`src/rtl/tu_op_if.sv`:
```
// Purpose : TU op channel between the op sequencer (master) and the translation unit (slave).
// Latency : pure wiring, no state.
// Backpressure: request side is valid/ready; response is a single-cycle resp_valid pulse, no ready.
//
// Ports (signals):
//   req_valid/req_ready              request handshake
//   req_kind, req_index              op kind (0=TLBP 1=TLBR 2=TLBWI 3=TLBWR) and target index
//   req_entryhi/entrylo0/entrylo1    entry operands for writes / probe key
//   resp_valid                       response pulse
//   resp_hit, resp_index             TLBP result
//   resp_entryhi/entrylo0/entrylo1   TLBR read data
interface tu_op_if #(
    parameter int IDX_W = 4
);
    logic             req_valid;
    logic             req_ready;
    logic [1:0]       req_kind;
    logic [IDX_W-1:0] req_index;
    logic [31:0]      req_entryhi;
    logic [31:0]      req_entrylo0;
    logic [31:0]      req_entrylo1;
    logic             resp_valid;
    logic             resp_hit;
    logic [IDX_W-1:0] resp_index;
    logic [31:0]      resp_entryhi;
    logic [31:0]      resp_entrylo0;
    logic [31:0]      resp_entrylo1;

    modport master (
        output req_valid, req_kind, req_index, req_entryhi, req_entrylo0, req_entrylo1,
        input  req_ready,
        input  resp_valid, resp_hit, resp_index, resp_entryhi, resp_entrylo0, resp_entrylo1
    );

    modport slave (
        input  req_valid, req_kind, req_index, req_entryhi, req_entrylo0, req_entrylo1,
        output req_ready,
        output resp_valid, resp_hit, resp_index, resp_entryhi, resp_entrylo0, resp_entrylo1
    );
endinterface

```
`src/rtl/tu_op_sequencer.sv`:
```
// Purpose : initiator for TLBP/TLBR/TLBWI/TLBWR: issues a TU request, waits for the response,
//           commits results to CP0; also owns the CP0 Random/Wired pair.
// Latency : accept -> op_done is 3 cycles minimum (ready in first REQ cycle, response next cycle).
// Backpressure: holds the request payload stable until req_ready; stalls the pipeline with op_busy
//           from acceptance until the commit cycle. No timeout on the response.
//
// Ports:
//   clk, reset                       clock, asynchronous active-high reset
//   op_valid, op_kind, flush         op from MEM stage; flush blocks acceptance only in IDLE
//   op_busy, op_done                 pipeline stall; single-cycle commit pulse
//   cp0_entryhi/entrylo0/entrylo1    CP0 operands latched at acceptance
//   cp0_index                        Index used by TLBWI
//   cp0_wired, wired_we              Wired write port
//   random                           CP0 Random
//   tu                               TU op channel (master side)
//   wr_index, wr_index_data          CP0 Index write (TLBP)
//   wr_entry, wr_entryhi/lo0/lo1     CP0 EntryHi/Lo0/Lo1 write (TLBR)
module tu_op_sequencer #(
    parameter int TLB_ENTRIES = 16,
    parameter int IDX_W       = $clog2(TLB_ENTRIES)
) (
    input  logic             clk,
    input  logic             reset,
    input  logic             op_valid,
    input  logic [1:0]       op_kind,
    input  logic             flush,
    output logic             op_busy,
    output logic             op_done,
    input  logic [31:0]      cp0_entryhi,
    input  logic [31:0]      cp0_entrylo0,
    input  logic [31:0]      cp0_entrylo1,
    input  logic [IDX_W-1:0] cp0_index,
    input  logic [IDX_W-1:0] cp0_wired,
    input  logic             wired_we,
    output logic [IDX_W-1:0] random,
    tu_op_if.master          tu,
    output logic             wr_index,
    output logic [31:0]      wr_index_data,
    output logic             wr_entry,
    output logic [31:0]      wr_entryhi,
    output logic [31:0]      wr_entrylo0,
    output logic [31:0]      wr_entrylo1
);

    localparam logic [1:0] KIND_TLBP  = 2'd0;
    localparam logic [1:0] KIND_TLBR  = 2'd1;
    localparam logic [1:0] KIND_TLBWI = 2'd2;
    localparam logic [1:0] KIND_TLBWR = 2'd3;

    localparam logic [IDX_W-1:0] RAND_TOP = IDX_W'(TLB_ENTRIES - 1);

    typedef enum logic [1:0] {
        S_IDLE   = 2'd0,
        S_REQ    = 2'd1,
        S_WAIT   = 2'd2,
        S_COMMIT = 2'd3
    } state_t;

    state_t           state_q,        state_d;
    logic             req_valid_q,    req_valid_d;
    logic [1:0]       req_kind_q,     req_kind_d;
    logic [IDX_W-1:0] req_index_q,    req_index_d;
    logic [31:0]      req_entryhi_q,  req_entryhi_d;
    logic [31:0]      req_entrylo0_q, req_entrylo0_d;
    logic [31:0]      req_entrylo1_q, req_entrylo1_d;
    logic             op_done_q,      op_done_d;
    logic             wr_index_q,     wr_index_d;
    logic [31:0]      wr_index_data_q, wr_index_data_d;
    logic             wr_entry_q,     wr_entry_d;
    logic [31:0]      wr_entryhi_q,   wr_entryhi_d;
    logic [31:0]      wr_entrylo0_q,  wr_entrylo0_d;
    logic [31:0]      wr_entrylo1_q,  wr_entrylo1_d;
    logic [IDX_W-1:0] random_q,       random_d;
    logic [IDX_W-1:0] wired_q,        wired_d;

    logic accept;

    // Acceptance is the only combinational path to op_busy: the pipeline must stall in the
    // same cycle the op is taken, before any state has changed.
    assign accept  = (state_q == S_IDLE) && op_valid && !flush;
    assign op_busy = accept || (state_q == S_REQ) || (state_q == S_WAIT);

    // Op channel FSM and commit data
    always_comb begin
        state_d         = state_q;
        req_valid_d     = req_valid_q;
        req_kind_d      = req_kind_q;
        req_index_d     = req_index_q;
        req_entryhi_d   = req_entryhi_q;
        req_entrylo0_d  = req_entrylo0_q;
        req_entrylo1_d  = req_entrylo1_q;
        op_done_d       = 1'b0;
        wr_index_d      = 1'b0;
        wr_entry_d      = 1'b0;
        wr_index_data_d = wr_index_data_q;
        wr_entryhi_d    = wr_entryhi_q;
        wr_entrylo0_d   = wr_entrylo0_q;
        wr_entrylo1_d   = wr_entrylo1_q;

        unique case (state_q)
            S_IDLE: begin
                if (accept) begin
                    state_d        = S_REQ;
                    req_valid_d    = 1'b1;
                    req_kind_d     = op_kind;
                    req_entryhi_d  = cp0_entryhi;
                    req_entrylo0_d = cp0_entrylo0;
                    req_entrylo1_d = cp0_entrylo1;
                    // TLBWR targets the Random value seen at acceptance, not the one
                    // current when the TU finally takes the request.
                    if (op_kind == KIND_TLBWI)
                        req_index_d = cp0_index;
                    else if (op_kind == KIND_TLBWR)
                        req_index_d = random_q;
                    else
                        req_index_d = '0;
                end
            end
            S_REQ: begin
                if (tu.req_ready) begin
                    state_d     = S_WAIT;
                    req_valid_d = 1'b0;
                end
            end
            S_WAIT: begin
                if (tu.resp_valid) begin
                    state_d         = S_COMMIT;
                    op_done_d       = 1'b1;
                    wr_index_d      = (req_kind_q == KIND_TLBP);
                    wr_entry_d      = (req_kind_q == KIND_TLBR);
                    wr_index_data_d = tu.resp_hit ? 32'(tu.resp_index) : 32'h8000_0000;
                    wr_entryhi_d    = tu.resp_entryhi;
                    wr_entrylo0_d   = tu.resp_entrylo0;
                    wr_entrylo1_d   = tu.resp_entrylo1;
                end
            end
            S_COMMIT: begin
                state_d = S_IDLE;
            end
            default: begin
                state_d = S_IDLE;
            end
        endcase
    end

    // Random / Wired. A Wired at or above the top entry makes the wrap test true every
    // cycle, which pins Random at the top without a separate case.
    always_comb begin
        wired_d  = wired_q;
        random_d = random_q;
        if (wired_we) begin
            wired_d  = cp0_wired;
            random_d = RAND_TOP;
        end else if (random_q <= wired_q) begin
            random_d = RAND_TOP;
        end else begin
            random_d = random_q - 1'b1;
        end
    end

    always_ff @(posedge clk or posedge reset) begin
        if (reset) begin
            state_q         <= S_IDLE;
            req_valid_q     <= 1'b0;
            req_kind_q      <= '0;
            req_index_q     <= '0;
            req_entryhi_q   <= '0;
            req_entrylo0_q  <= '0;
            req_entrylo1_q  <= '0;
            op_done_q       <= 1'b0;
            wr_index_q      <= 1'b0;
            wr_index_data_q <= '0;
            wr_entry_q      <= 1'b0;
            wr_entryhi_q    <= '0;
            wr_entrylo0_q   <= '0;
            wr_entrylo1_q   <= '0;
            random_q        <= RAND_TOP;
            wired_q         <= '0;
        end else begin
            state_q         <= state_d;
            req_valid_q     <= req_valid_d;
            req_kind_q      <= req_kind_d;
            req_index_q     <= req_index_d;
            req_entryhi_q   <= req_entryhi_d;
            req_entrylo0_q  <= req_entrylo0_d;
            req_entrylo1_q  <= req_entrylo1_d;
            op_done_q       <= op_done_d;
            wr_index_q      <= wr_index_d;
            wr_index_data_q <= wr_index_data_d;
            wr_entry_q      <= wr_entry_d;
            wr_entryhi_q    <= wr_entryhi_d;
            wr_entrylo0_q   <= wr_entrylo0_d;
            wr_entrylo1_q   <= wr_entrylo1_d;
            random_q        <= random_d;
            wired_q         <= wired_d;
        end
    end

    assign tu.req_valid    = req_valid_q;
    assign tu.req_kind     = req_kind_q;
    assign tu.req_index    = req_index_q;
    assign tu.req_entryhi  = req_entryhi_q;
    assign tu.req_entrylo0 = req_entrylo0_q;
    assign tu.req_entrylo1 = req_entrylo1_q;

    assign op_done       = op_done_q;
    assign wr_index      = wr_index_q;
    assign wr_index_data = wr_index_data_q;
    assign wr_entry      = wr_entry_q;
    assign wr_entryhi    = wr_entryhi_q;
    assign wr_entrylo0   = wr_entrylo0_q;
    assign wr_entrylo1   = wr_entrylo1_q;
    assign random        = random_q;

endmodule

```
`src/flat_wrapper.sv`:
```
// flat-port wrapper written by rule: the top's interface ports become plain ports
module tu_op_sequencer_flat 
#(
    parameter int TLB_ENTRIES = 16,
    parameter int IDX_W       = $clog2(TLB_ENTRIES)
)
  (clk, reset, op_valid, op_kind, flush, op_busy, op_done, cp0_entryhi, cp0_entrylo0, cp0_entrylo1, cp0_index, cp0_wired, wired_we, random, wr_index, wr_index_data, wr_entry, wr_entryhi, wr_entrylo0, wr_entrylo1, tu_req_valid, tu_req_kind, tu_req_index, tu_req_entryhi, tu_req_entrylo0, tu_req_entrylo1, tu_req_ready, tu_resp_valid, tu_resp_hit, tu_resp_index, tu_resp_entryhi, tu_resp_entrylo0, tu_resp_entrylo1);
  tu_op_if #(.IDX_W(IDX_W)) tu_i ();
  input  logic clk;
  input  logic reset;
  input  logic op_valid;
  input  logic [1:0] op_kind;
  input  logic flush;
  output logic op_busy;
  output logic op_done;
  input  logic [31:0] cp0_entryhi;
  input  logic [31:0] cp0_entrylo0;
  input  logic [31:0] cp0_entrylo1;
  input  logic [IDX_W-1:0] cp0_index;
  input  logic [IDX_W-1:0] cp0_wired;
  input  logic wired_we;
  output logic [IDX_W-1:0] random;
  output logic wr_index;
  output logic [31:0] wr_index_data;
  output logic wr_entry;
  output logic [31:0] wr_entryhi;
  output logic [31:0] wr_entrylo0;
  output logic [31:0] wr_entrylo1;
  output wire logic [$bits(tu_i.req_valid)-1:0] tu_req_valid;
  output wire logic [$bits(tu_i.req_kind)-1:0] tu_req_kind;
  output wire logic [$bits(tu_i.req_index)-1:0] tu_req_index;
  output wire logic [$bits(tu_i.req_entryhi)-1:0] tu_req_entryhi;
  output wire logic [$bits(tu_i.req_entrylo0)-1:0] tu_req_entrylo0;
  output wire logic [$bits(tu_i.req_entrylo1)-1:0] tu_req_entrylo1;
  input wire logic [$bits(tu_i.req_ready)-1:0] tu_req_ready;
  input wire logic [$bits(tu_i.resp_valid)-1:0] tu_resp_valid;
  input wire logic [$bits(tu_i.resp_hit)-1:0] tu_resp_hit;
  input wire logic [$bits(tu_i.resp_index)-1:0] tu_resp_index;
  input wire logic [$bits(tu_i.resp_entryhi)-1:0] tu_resp_entryhi;
  input wire logic [$bits(tu_i.resp_entrylo0)-1:0] tu_resp_entrylo0;
  input wire logic [$bits(tu_i.resp_entrylo1)-1:0] tu_resp_entrylo1;
  assign tu_req_valid = tu_i.req_valid;
  assign tu_req_kind = tu_i.req_kind;
  assign tu_req_index = tu_i.req_index;
  assign tu_req_entryhi = tu_i.req_entryhi;
  assign tu_req_entrylo0 = tu_i.req_entrylo0;
  assign tu_req_entrylo1 = tu_i.req_entrylo1;
  assign tu_i.req_ready = tu_req_ready;
  assign tu_i.resp_valid = tu_resp_valid;
  assign tu_i.resp_hit = tu_resp_hit;
  assign tu_i.resp_index = tu_resp_index;
  assign tu_i.resp_entryhi = tu_resp_entryhi;
  assign tu_i.resp_entrylo0 = tu_resp_entrylo0;
  assign tu_i.resp_entrylo1 = tu_resp_entrylo1;
  tu_op_sequencer #(.TLB_ENTRIES(TLB_ENTRIES), .IDX_W(IDX_W)) u_core (.clk(clk), .reset(reset), .op_valid(op_valid), .op_kind(op_kind), .flush(flush), .op_busy(op_busy), .op_done(op_done), .cp0_entryhi(cp0_entryhi), .cp0_entrylo0(cp0_entrylo0), .cp0_entrylo1(cp0_entrylo1), .cp0_index(cp0_index), .cp0_wired(cp0_wired), .wired_we(wired_we), .random(random), .tu(tu_i), .wr_index(wr_index), .wr_index_data(wr_index_data), .wr_entry(wr_entry), .wr_entryhi(wr_entryhi), .wr_entrylo0(wr_entrylo0), .wr_entrylo1(wr_entrylo1));
endmodule
```
`config.mk`:
```
export PLATFORM = sky130hd
export DESIGN_NAME = tu_op_sequencer_flat
export DESIGN_NICKNAME = d
export VERILOG_FILES = /design/src/rtl/tu_op_if.sv /design/src/rtl/tu_op_sequencer.sv /design/src/flat_wrapper.sv
export SDC_FILE = /design/constraint.sdc
export NUM_CORES = 1
export LEC_CHECK = 0
export CELL_PAD_IN_SITES_DETAIL_PLACEMENT = 1
export CELL_PAD_IN_SITES_GLOBAL_PLACEMENT = 2
export CORE_ASPECT_RATIO = 0.75
export CORE_MARGIN = 3
export CORE_UTILIZATION = 26
export CTS_BUF_LIST = sky130_fd_sc_hd__clkbuf_4 sky130_fd_sc_hd__clkbuf_8
export DETAILED_ROUTE_END_ITERATION = 8
export GPL_TIMING_DRIVEN = 0
export PLACE_DENSITY_LB_ADDON = 0.1
export SLEW_MARGIN = 10
export SYNTH_ARGS = -nofsm -noshare
export SYNTH_HDL_FRONTEND = slang
export SYNTH_SLANG_ARGS = --single-unit
```
`constraint.sdc`:
```
create_clock -name clk -period 9.2 [get_ports clk]
set_input_delay 2.76 -clock clk [delete_from_list [all_inputs] [get_ports clk]]
set_output_delay 2.76 -clock clk [all_outputs]
set_load 0.01 [all_outputs]
```
# Word-level counts from Yosys, hierarchy flattened
# Cells that the tools add are included.
dict set report op_classes {
  addsub 1
  n_eq_ne 9
  order_cmp 1
  reduce_logical 12
  n_mux 18
}
# operator n
set ops {}
lappend ops {{$mux W32} 1}
lappend ops {{$mux W4} 4}
lappend ops {{$eq A2 B2 Y1 const B} 4}
lappend ops {{$mux W1} 8}
lappend ops {{$pmux W2 S4} 1}
lappend ops {{$mux W2} 3}
lappend ops {{$reduce_and A3 Y1} 2}
lappend ops {{$eq A2 B1 Y1 const B} 2}
lappend ops {{$le A4 B4 Y1} 1}
lappend ops {{$logic_not A2 Y1} 2}
lappend ops {{$ne A2 B2 Y1 const B} 2}
lappend ops {{$reduce_and A2 Y1} 2}
lappend ops {{$sub A4 B1 Y4 const B} 1}
lappend ops {{$logic_and A1 B1 Y1} 2}
lappend ops {{$logic_or A1 B1 Y1} 2}
lappend ops {{$ne A2 B1 Y1 const B} 1}
lappend ops {{$pmux W1 S2} 1}
lappend ops {{$reduce_bool A2 Y1} 1}
lappend ops {{$logic_not A1 Y1} 1}
dict set report totals {
  in_bits 214
  reg_bits 244
  word_cells 57
}

# Longest topological paths before layout
dict set report depth {
  word_depth 5
  mapped_depth 8
  mapped_depth_nobuf 5
}

# Worst setup path after synthesis
# OpenSTA, ideal clock, no wires.
dict set report synth_path {
  path_kind {input -> output}
  from {input flush}
  to {output op_busy}
  cell_stages 5
  setup_slack_ps 3045
  t_arrival_ps 3395
  required_ps 6440
  path_buffers 3
  path_cell_list {nand3b_1 -> buf_2 -> buf_6 -> buf_6 -> nand2_1}
}
dict set report synth_via {
  elab_chain_cells 4
}
# item line
set synth_rtl {}
lappend synth_rtl {{start: declaration} flat_wrapper.sv:13} ;# input logic flush;
lappend synth_rtl {{$logic_not A1 Y1} tu_op_sequencer.sv:80} ;# assign accept = (state_q == S_IDLE) && op_valid && !flush;
lappend synth_rtl {{$logic_and A1 B1 Y1} tu_op_sequencer.sv:80}
lappend synth_rtl {{$logic_or A1 B1 Y1 (2 in a row)} tu_op_sequencer.sv:81} ;# assign op_busy = accept || (state_q == S_REQ) || (state_q == S_WAIT);
lappend synth_rtl {{end: declaration} flat_wrapper.sv:14} ;# output logic op_busy;
# No other way between the ends.

# Worst setup path in the final report
# Ends and elaborated chain as after synthesis.

==> results.txt <==
- The run finished with clean final reports.
* Clock sink count: 217
* Share of the synthesized area in the top cell type: 62.2%
- Total grt overflow: 0
* Die footprint: 0.0352 mm2
- Clock tree synthesis inserted a total of 41 buffers.
- The floorplan step set the die height to 163 um.
- Clock tree from TritonCTS: done
* Total standard cell area after synthesis: 0.00857 mm2
- Post-synthesis average cell area: 15.8 um2
- The final layout contains routed wiring with a total length of 29.8 mm.
- The area growth from synthesis to layout is 68.4%.
- In this run, post-CTS hold repair placed 0 buffers.
- Detailed-placement wirelength estimate: 23.0 mm
- Setup repair after global routing left no endpoint under its margin.
* Post-synthesis cell type count: 30
- Once the clock tree was built, the setup fixing pass inserted 0 buffers.
* Total track usage: 16.4%
- The count of final max-slew check failures is 0.
- Placer's final routability congestion estimate: 0.747
* Net count of the finished layout: 1259
* Post-route fraction of the period consumed by the critical path: 78.5%
- Yosys attributes the largest share of cell area to sky130_fd_sc_hd__dfrtp_1 62%, sky130_fd_sc_hd__mux2_2 23%, sky130_fd_sc_hd__mux2_4 3.7%.
* Flops & latches, synth: 217
* Setup crit end: op_busy
- Setup Skew: 0.0174 ns
- Post-CTS Resized: 0
- Internal reg-to-reg setup slack: 7.33 ns
- The analysis attributes to cell leakage a power of 6.26 nW.
* Total number of yosys warnings: 0
- The share of the Yosys chip area taken by registers is 63.4%.
* Detailed-route DRC error count: 0
- The first global-routing pass estimated 43.7 mm of wire.
- The count of nets left with antenna violations once routing finished came out at 0.
- Endpoint class of the critical path: primary output
- Subtracting the final worst setup slack from the clock period gives 7.22 ns.
- Setup total negative slack on the finished layout was measured at 0 ns.
- Number of antenna violations at the first check in global routing: 4
- In this run the critical register-to-register path is launched from u_core.state_q[0].
* H-tree depth: 2
* Worst VDD drop: 0.000145 V
- Walking the worst path, the cells encountered are clkdlybuf4s50_1, nand3b_1, buf_2, buf_6, buf_6, nand2_1, clkdlybuf4s50_1.
- Violation count after the first detailed-routing iteration: 170
* Number of cells traversed by the worst register-to-register path: 7
- Clk slew on worst S/H paths: 0.06 ns
- Req. time, crit path: 6.44 ns
- Vias: 6188
- Gate Count Post-Synth: 543
- Critical Path Start: flush
- Total of buffers placed on input and output ports: 423
- Final hold violations: 0
* Headroom to the max-slew limit: 64.5%
- For this design the ratio of total power to cell area is 335 mW/mm2.
- Largest area contributor in the netlist: sky130_fd_sc_hd__dfrtp_1
- Entering global routing, the biggest net connects 100 pins.
- After floorplanning, the core was sized to cover 0.0319 mm2.
* Clock Root Buffer: sky130_fd_sc_hd__clkbuf_8
* Post-route standard cell area excluding fillers: 0.0144 mm2
* Worst Path Max Fanout: 10
- At the pin with the least slew margin, the transition time is 0.532 ns.
- Summing all placed instances gives a cell area of 0.0135 mm2.
- Achievable Freq: 138 MHz
- For this design the top-level I/O count stands at 453.
- The tightest min-delay check is of the register to register type.
* Maximum count of clock buffers along a single path: 3
- Via density per instance: 4.11
* Filler cell count in the final layout: 3302
- Arrival time worst endpoint: 4.46 ns
* Critical register-to-register path endpoint: u_core.wr_entryhi[15]
- The number of global-route vias before repair came to 6811.
- Number of placement rows: 56
- Once the floorplan was initialized, standard cells occupied 26.9% of the core.
* Delay of the slowest cell on the worst path: 0.52 ns
* Clock insertion delay at the later pin of the skew report: 0.54 ns
* Share of cells above drive strength 1: 30.6%
- Number of maximum-capacitance constraint violations: 0
- The tightest hold path in the finished design has a slack of 0.476 ns.
- Wirelength per Cell: 19.8 um
* Kind of start point of the critical path: input pin
- The die is 216 um wide.
* First-pass iteration count of the detailed router: 4
- Final setup fails: 0
- For this design, the slowest cell found on the critical path is sky130_fd_sc_hd__clkdlybuf4s50_1.
- The worst setup path is of the input pin to primary output kind.
[through the flow]
| step | worst slack (ns) | total power [mW] | std cells | util [%] |
|---|---|---|---|---|
| 2_1_floorplan | 0.511 | 2.55 | 569 | - |
| 3_3_place_gp | -3.29 | 3.81 | 1427 | 42.2 |
| 3_5_place_dp | 1.91 | 3.85 | 1429 | 42.4 |
| 4_1_cts | 1.91 | 4.94 | 1503 | 45.3 |
| 5_1_grt | 1.88 | 5.14 | 1503 | 45.3 |
| 6_report | 1.98 | 4.84 | 1504 | 45.3 |
[cells in the final DEF (no fill, tap or decap), types with 2 or more instances in the layout]
cell type	count
sky130_fd_sc_hd__buf_4	28
sky130_fd_sc_hd__inv_1	11
sky130_fd_sc_hd__clkbuf_8	56
sky130_fd_sc_hd__clkbuf_1	2
sky130_fd_sc_hd__mux2_2	175
sky130_fd_sc_hd__mux2_4	21
sky130_fd_sc_hd__nand3_1	5
sky130_fd_sc_hd__clkinv_2	2
sky130_fd_sc_hd__ha_1	8
sky130_fd_sc_hd__o21ai_0	8
sky130_fd_sc_hd__nand2_1	15
sky130_fd_sc_hd__buf_16	2
sky130_fd_sc_hd__nor3_1	2
sky130_fd_sc_hd__a22o_1	5
sky130_fd_sc_hd__mux2i_1	5
sky130_fd_sc_hd__xnor2_1	2
sky130_fd_sc_hd__clkbuf_4	14
sky130_fd_sc_hd__dfrtp_1	213
sky130_fd_sc_hd__buf_6	7
sky130_fd_sc_hd__conb_1	27
sky130_fd_sc_hd__nor2_1	5
sky130_fd_sc_hd__dfstp_2	4
sky130_fd_sc_hd__buf_2	14
sky130_fd_sc_hd__clkdlybuf4s50_1	423
[synth_stat cells]
cell type / instances
sky130_fd_sc_hd__ha_1: 8
sky130_fd_sc_hd__nand3b_1: 1
sky130_fd_sc_hd__mux2i_1: 5
sky130_fd_sc_hd__a41oi_1: 1
sky130_fd_sc_hd__buf_4: 28
sky130_fd_sc_hd__a22o_1: 5
sky130_fd_sc_hd__a221oi_1: 1
sky130_fd_sc_hd__buf_2: 14
sky130_fd_sc_hd__mux2_2: 175
sky130_fd_sc_hd__inv_2: 1
sky130_fd_sc_hd__buf_6: 7
sky130_fd_sc_hd__a21oi_1: 1
sky130_fd_sc_hd__buf_1: 1
sky130_fd_sc_hd__dfrtp_1: 213
sky130_fd_sc_hd__nand2_1: 15
sky130_fd_sc_hd__xnor2_1: 2
sky130_fd_sc_hd__nand3_1: 5
sky130_fd_sc_hd__nor3b_1: 1
sky130_fd_sc_hd__nand2b_1: 1
sky130_fd_sc_hd__nor2_1: 5
sky130_fd_sc_hd__clkbuf_1: 2
sky130_fd_sc_hd__nor2b_1: 1
sky130_fd_sc_hd__conb_1: 1
sky130_fd_sc_hd__o21ai_0: 8
sky130_fd_sc_hd__o221ai_1: 1
sky130_fd_sc_hd__mux2_4: 21
sky130_fd_sc_hd__o32a_1: 1
sky130_fd_sc_hd__nor3_1: 2
sky130_fd_sc_hd__inv_1: 12
sky130_fd_sc_hd__dfstp_2: 4
[layer usage]
metal  wire length (um)  part of all wire [%]  GRT usage (%)
met1              11900                    40           19.5
met2              14400                    48           27.3
met3               3040                    10           7.55
met4                414                   1.4           4.02
met5                 53                  0.18              0
[report_power, final]
group / switching (mW) / internal [mW] / leakage [nW]
logic: 0.812 / 1.33 / 3.18
clock network: 0.420 / 0.625 / 0.489
registers: 0.229 / 1.42 / 2.59
[cell type report]
type                    count  area [um2]  share of cell area, %
diodes                      1        2.50                 0.0173
plain buffers              52         370                   2.56
clock buffers              70         876                   6.07
clock inverters             4        47.5                  0.329
inverters                  13        56.3                  0.390
multi-input cells         287        2820                   19.5
flip-flops and latches    217        5440                   37.6
well taps                 435         544                   3.77
repair buffers            425        4290                   29.7
[flip-flops by register name (all words and copies together), names as in the netlist]
signal,count
u_core.tu.req_entryhi,32
u_core.tu.req_entrylo0,32
u_core.tu.req_entrylo1,32
u_core.wr_entryhi,32
u_core.wr_entrylo0,32
u_core.wr_entrylo1,32
u_core.wr_index_data,5
u_core.random,4
u_core.tu.req_index,4
u_core.wired_q,4
u_core.state_q,2
u_core.tu.req_kind,2
u_core.op_done,1
u_core.tu.req_valid,1
u_core.wr_entry,1
u_core.wr_index,1
[worst max-delay path: cells and delay by family]
kind	cells	cell delay, ns
buffers and inverters	5	1.55
AND/OR/NAND/NOR	2	0.15
[how the worst min path moves through the flow]
| stage | from | to | cells after the start |
|---|---|---|---|
| global placement | u_core.wr_index_data[1] | u_core.wr_index_data[1] | 2 |
| finish | u_core.wr_index_data[3] | u_core.wr_index_data[3] | 2 |
| CTS | u_core.wr_index_data[3] | u_core.wr_index_data[3] | 2 |
| floorplan | u_core.random[0] | u_core.random[0] | 1 |
| detailed placement | u_core.wr_index_data[3] | u_core.wr_index_data[3] | 2 |
| global route | u_core.wr_entrylo1[19] | u_core.wr_entrylo1[19] | 1 |
[cell families (layout without fill, tap and decap cells)]
family / after synthesis / after routing / synth area share, %
buffers and inverters: 65 / 564 / 4.89
AOI/OAI and AO/OA: 18 / 18 / 1.46
muxes: 201 / 201 / 27.2
other: 1 / 28 / 0.0437
adders and majority gates: 8 / 8 / 1.17
xor gates and xnor gates: 2 / 2 / 0.204
DFF: 217 / 217 / 63.4
and+or+nand+nor: 31 / 31 / 1.61
Power figures use the tool's default switching activity.
